### src/rtl/cpu_mc_core.sv
// cpu_mc_core: multi-cycle CPU core with a 16-bit instruction format,
// four DATA_W-bit registers, Z/C flags, a req/ack data-memory port that
// tolerates wait states, a run gate sampled in FETCH, and an absorbing HALT.
module cpu_mc_core #(
  parameter int unsigned DATA_W = 8,
  parameter int unsigned ADDR_W = 8,
  parameter int unsigned LED_W  = 4
) (
  input  logic              clk,
  input  logic              reset,
  input  logic              run,
  output logic [ADDR_W-1:0] imem_addr,
  input  logic [15:0]       imem_data,
  output logic              dmem_req,
  output logic              dmem_we,
  output logic [ADDR_W-1:0] dmem_addr,
  output logic [DATA_W-1:0] dmem_wdata,
  input  logic [DATA_W-1:0] dmem_rdata,
  input  logic              dmem_ack,
  output logic [LED_W-1:0]  led_out,
  output logic              halted,
  output logic [ADDR_W-1:0] pc_dbg
);

  typedef enum logic [2:0] {
    S_FETCH,
    S_DECODE,
    S_EXEC,
    S_MEM,
    S_WB,
    S_HALT
  } state_e;

  typedef enum logic [3:0] {
    OP_NOP  = 4'h0,
    OP_LDI  = 4'h1,
    OP_ADD  = 4'h2,
    OP_SUB  = 4'h3,
    OP_AND  = 4'h4,
    OP_OR   = 4'h5,
    OP_XOR  = 4'h6,
    OP_ADDI = 4'h7,
    OP_LD   = 4'h8,
    OP_ST   = 4'h9,
    OP_BEQZ = 4'hA,
    OP_JMP  = 4'hB,
    OP_HALT = 4'hF
  } op_e;

  state_e            state_q, state_d;
  logic [ADDR_W-1:0] pc_q, pc_d;
  logic [15:0]       ir_q;
  logic [DATA_W-1:0] regs_q [4];
  logic              z_q, c_q;
  logic [DATA_W-1:0] res_q;
  logic [ADDR_W-1:0] addr_q;
  logic [DATA_W-1:0] wdata_q;
  logic              we_q;
  logic [LED_W-1:0]  led_q;

  op_e               op;
  logic [1:0]        rd, rs;
  logic [DATA_W-1:0] rd_val, rs_val, imm_z, imm_s;
  logic [ADDR_W-1:0] ea, target, pc_inc;
  logic [DATA_W:0]   alu_w;
  logic              c_upd;

  assign op     = op_e'(ir_q[15:12]);
  assign rd     = ir_q[11:10];
  assign rs     = ir_q[9:8];
  assign rd_val = regs_q[rd];
  assign rs_val = regs_q[rs];
  assign imm_z  = DATA_W'(ir_q[7:0]);
  assign imm_s  = DATA_W'(signed'(ir_q[7:0]));
  assign ea     = ADDR_W'(rs_val + imm_s);
  assign target = ADDR_W'(ir_q[7:0]);
  assign pc_inc = pc_q + ADDR_W'(1);

  // ALU: the extra top bit of alu_w carries carry-out / borrow
  always_comb begin
    alu_w = '0;
    c_upd = 1'b0;
    case (op)
      OP_LDI:  alu_w = {1'b0, imm_z};
      OP_ADD:  begin alu_w = {1'b0, rd_val} + {1'b0, rs_val}; c_upd = 1'b1; end
      OP_SUB:  begin alu_w = {1'b0, rd_val} - {1'b0, rs_val}; c_upd = 1'b1; end
      OP_AND:  alu_w = {1'b0, rd_val & rs_val};
      OP_OR:   alu_w = {1'b0, rd_val | rs_val};
      OP_XOR:  alu_w = {1'b0, rd_val ^ rs_val};
      OP_ADDI: begin alu_w = {1'b0, rd_val} + {1'b0, imm_s}; c_upd = 1'b1; end
      default: ;
    endcase
  end

  // Next-state and next-PC selection
  always_comb begin
    state_d = state_q;
    pc_d    = pc_q;
    case (state_q)
      S_FETCH:  if (run) state_d = S_DECODE;
      S_DECODE: state_d = S_EXEC;
      S_EXEC: begin
        pc_d = pc_inc;
        case (op)
          OP_LDI, OP_ADD, OP_SUB, OP_AND,
          OP_OR, OP_XOR, OP_ADDI:          state_d = S_WB;
          OP_LD, OP_ST:                    state_d = S_MEM;
          OP_BEQZ: begin
            if (rd_val == '0) pc_d = target;
            state_d = S_FETCH;
          end
          OP_JMP: begin
            pc_d    = target;
            state_d = S_FETCH;
          end
          OP_HALT: begin
            pc_d    = pc_q;
            state_d = S_HALT;
          end
          default:                         state_d = S_FETCH;
        endcase
      end
      S_MEM:    if (dmem_ack) state_d = we_q ? S_FETCH : S_WB;
      S_WB:     state_d = S_FETCH;
      S_HALT:   state_d = S_HALT;
      default:  state_d = S_FETCH;
    endcase
  end

  // FSM state and PC registers
  always_ff @(posedge clk) begin
    if (reset) begin
      state_q <= S_FETCH;
      pc_q    <= '0;
    end else begin
      state_q <= state_d;
      pc_q    <= pc_d;
    end
  end

  // Datapath: IR latch, result/flag capture, memory bus, register write-back
  always_ff @(posedge clk) begin
    if (reset) begin
      ir_q    <= '0;
      regs_q  <= '{default: '0};
      z_q     <= 1'b0;
      c_q     <= 1'b0;
      res_q   <= '0;
      addr_q  <= '0;
      wdata_q <= '0;
      we_q    <= 1'b0;
      led_q   <= '0;
    end else begin
      case (state_q)
        S_DECODE: ir_q <= imem_data;
        S_EXEC: begin
          res_q <= alu_w[DATA_W-1:0];
          if (c_upd) c_q <= alu_w[DATA_W];
          if (op == OP_LD || op == OP_ST) begin
            addr_q  <= ea;
            wdata_q <= rd_val;
            we_q    <= (op == OP_ST);
          end
        end
        S_MEM: if (dmem_ack && !we_q) res_q <= dmem_rdata;
        S_WB: begin
          regs_q[rd] <= res_q;
          z_q        <= (res_q == '0);
          led_q      <= LED_W'(res_q);
        end
        default: ;
      endcase
    end
  end

  assign imem_addr  = pc_q;
  assign pc_dbg     = pc_q;
  assign dmem_req   = (state_q == S_MEM);
  assign dmem_we    = dmem_req & we_q;
  assign dmem_addr  = addr_q;
  assign dmem_wdata = wdata_q;
  assign led_out    = led_q;
  assign halted     = (state_q == S_HALT);

endmodule

### config.mk
export PLATFORM = sky130hd
export DESIGN_NAME = cpu_mc_core
export DESIGN_NICKNAME = d
export VERILOG_FILES = /design/src/rtl/cpu_mc_core.sv
export SDC_FILE = /design/constraint.sdc
export NUM_CORES = 1
export LEC_CHECK = 0
export CAP_MARGIN = 20
export CORE_ASPECT_RATIO = 0.75
export CORE_MARGIN = 3
export CORE_UTILIZATION = 45
export DETAILED_ROUTE_END_ITERATION = 8
export PLACE_DENSITY = 0.67
export SYNTH_ARGS = -nofsm -noshare
export SYNTH_HDL_FRONTEND = slang
export SYNTH_SLANG_ARGS = --single-unit
### constraint.sdc
create_clock -name clk -period 7.54 [get_ports clk]
set_clock_uncertainty 0.2 [all_clocks]
set_input_delay 1.885 -clock clk [delete_from_list [all_inputs] [get_ports clk]]
set_output_delay 1.885 -clock clk [all_outputs]
set_load 0.01 [all_outputs]
==> flow_summary_export.csv <==
group,metric,value,unit
logic_synthesis,synth_nets,693,
timing,hold_viol,0,
detailed_routing,postRouteAntennaNets,0,
setup_path,end_kind,"register",
final_layout,fin_area,6430,um2
timing,fin_ws,3.52,ns
floorplanning,chipHeight,101,um
logic_synthesis,ys_types,62,
grt,grt_pass1_vias,4586,
floorplanning,initial_utilization,0.465,
logic_synthesis,yosys-top-cells-area,"dfxtp_1 32%, mux2i_1 8.6%, ha_1 7.1%",
cts,htree_num_levels,3,
final_layout,final_cell_mix,"88 x dfxtp_1, 80 x nand2_1, 68 x nor2_1, 65 x clkdlybuf4s50_1, 49 x a21oi_1",
setup_path,path_max_fanout,14,
setup_path,cp.arrival,4.07,ns
setup_path,worst-path-buf-inv,1,
grt,grt_util_all_layers,0.221,
outcome,status,"complete, no violations",
timing,setup_violations,0,
detailed_routing,drt-initial-drc-count,323,
floorplanning,die_area,13500,um2
final_layout,final_net_count,732,
cts,cts_buffers,9,
min_path,hold_class,"reg -> reg",
logic_synthesis,synth_top_cell_by_area,"dfxtp_1",
timing,fmax,249,MHz
floorplanning,fp.coreArea,11700,um2
floorplanning,rows,34,
detailed_routing,firstDrtPassIters,5,
setup_path,cp_cell_sequence,"inv_1 -> nor2_1 -> nand3_1 -> mux2_2 -> ha_1 -> fa_1 -> a21o_1 -> a21o_1 -> xor2_1 -> a222oi_1 -> nand2b_1 -> a311oi_1",
grt,grt_pass1_wl,24000,um
grt,grt-ovfl-total,0,
final_layout,drive_above_1_share,0.0653,
run,drv_cap,0,
logic_synthesis,async_reset_ff_frac,0,
setup_path,worstSetupPathType,"reg -> reg",
logic_synthesis,synth_edf_count,0,
cts,cts_setup_buffers,0,
logic_synthesis,syn_area,5440,um2
logic_synthesis,postSynthCellCount,632,
timing,finalSetupTns,0,ns
cts,clk_pin_slew,0.06,ns
placed_design,hpwl,10800,um
final_layout,instances_no_fill,836,
setup_path,required,7.59,ns
placed_design,gpl.final_weighted_congestion,0.957,
setup_path,critPathLaunchType,"register",
detailed_routing,vias,4806,
placed_design,post_dp_cell_area,6130,um2
detailed_routing,route.detailed.drc,0,
detailed_routing,wl_per_cell,17.6,um
floorplanning,ios,67,
cts,hold_buffers,0,
detailed_routing,viasPerCell,5.75,
timing,worst_slew_pin_slew,0.953,ns
cts,cts_resized,0,
final_layout,area_growth,18.2,%
grt,antenna_found_initial,0,
logic_synthesis,syn_area_per_cell,8.61,um2
timing,slew_viol_final,0,
cts,root_buffer,"clkbuf_16",
timing,rsz0062_at_grt,"false",
grt,grt_max_degree,60,
setup_path,cp_top_family,"simple AND/OR/NAND/NOR gates",
timing,finalCritPeriodShare,0.533,
setup_path,r2r_slack,3.52,ns
cts,clockBufferDepth,2,
placed_design,port-buffer-count,66,
power_and_ir_drop,powerDensity,174,nW/um2
power_and_ir_drop,vdd_drop_max,0.105,mV
power_and_ir_drop,finalPower,1.12,mW
logic_synthesis,ys_seq_elements,88,
logic_synthesis,synth.top_cell.area_share,0.324,
final_layout,fillCellCount,1043,
final_layout,diodes,0,
cts,cts_sinks,88,
placed_design,place_ws,3.57,ns
setup_path,cpMaxStageDelayCell,"dfxtp_1",
placed_design,dp.cells,822,
cts,clk-insertion-delay-late,0.33,ns
logic_synthesis,synth_flop_cell,"dfxtp_1",
timing,slew_headroom,0.360,
final_layout,final_common_cell,"dfxtp_1",
detailed_routing,routed_wl,14700,um
cts,cts_tree,"built",
logic_synthesis,synth_warnings,0,
final_layout,register_area,1760,um2
logic_synthesis,yosysSeqAreaShare,0.324,
setup_path,cp_common_cell,"a21o_1",
final_layout,multi_input_area,3370,um2
timing,fin_crit,4.02,ns
floorplanning,die_x,133,um
power_and_ir_drop,leakagePower,2.39,nW
setup_path,cpPeakStageDelay,0.62,ns
-- Yosys cell counts, types with 11 or more instances --
master     n
dfxtp_1   88
nand2_1   80
nor2_1    68
a21oi_1   49
mux2i_1   47
ha_1      31
inv_1     26
clkbuf_1  24
nand3_1   21
o21ai_0   17
nand2b_1  15
mux4_2    12
o22ai_1   11
-- layout make-up --
type	count	area share
clock buffers	11	0.0362
clock inverters	3	0.0107
repair buffers	72	0.109
well taps	162	0.0315
flip-flops and latches	88	0.274
inverters	26	0.0152
multi-input cells	474	0.524
-- metal layers --
metal	share of wire	vias to the layer above	track usage
li1	-	2327	-
met1	0.49	2300	0.320
met2	0.43	166	0.341
met3	0.067	13	0.0492
met4	0.0095	0	0.0439
met5	0	-	0
-- tightest hold or removal path, stage by stage, from the launching register on --
cell     delay (ns)
dfxtp_1        0.31
nand2_1        0.05
a21oi_1        0.05
-- state kept, by name (all words and copies together) (netlist names) --
register / flops
state_q: 3
we_q: 1
imem_addr: 8
ir_q: 16
dmem_wdata: 8
led_out: 4
res_q: 8
regs_q: 32
dmem_addr: 8
-- metrics by stage --
stage	hold WS [ns]	utilization
5_1_grt	0.273	0.550
3_3_place_gp	0.245	0.524
4_1_cts	0.257	0.550
6_report	0.255	0.550
2_1_floorplan	0.244	-
3_5_place_dp	0.249	0.524
-- where the power goes --
group          internal, mW  total [mW]  leakage [nW]  switching, mW
logic                0.0584       0.125          1.53         0.0665
registers             0.481       0.525         0.711         0.0438
clock network         0.288       0.468         0.146          0.180
total                 0.827        1.12          2.39          0.290
-- cell families after synthesis --
logic type / Yosys count / synth area share
xor gates and xnor gates: 9 / 0.0145
adders and majority gates: 33 / 0.0786
muxes: 65 / 0.160
buffers and inverters: 70 / 0.0570
AOI/OAI and AO/OA: 118 / 0.138
DFF: 88 / 0.324
and+or+nand+nor: 249 / 0.229
-- worst paths after layout --
check | start | end | cells after the start
worst max-delay path | ir_q[14]$_SDFFE_PP0P_ | res_q[4]$_SDFFE_PP0P_ | 12
worst max register to register | ir_q[14]$_SDFFE_PP0P_ | res_q[4]$_SDFFE_PP0P_ | 12
worst min register to register | dmem_wdata[7]$_SDFFE_PP0P_ | dmem_wdata[7]$_SDFFE_PP0P_ | 2
worst min-delay path | dmem_wdata[7]$_SDFFE_PP0P_ | dmem_wdata[7]$_SDFFE_PP0P_ | 2
Note: power is estimated with default switching activity, not from simulation.
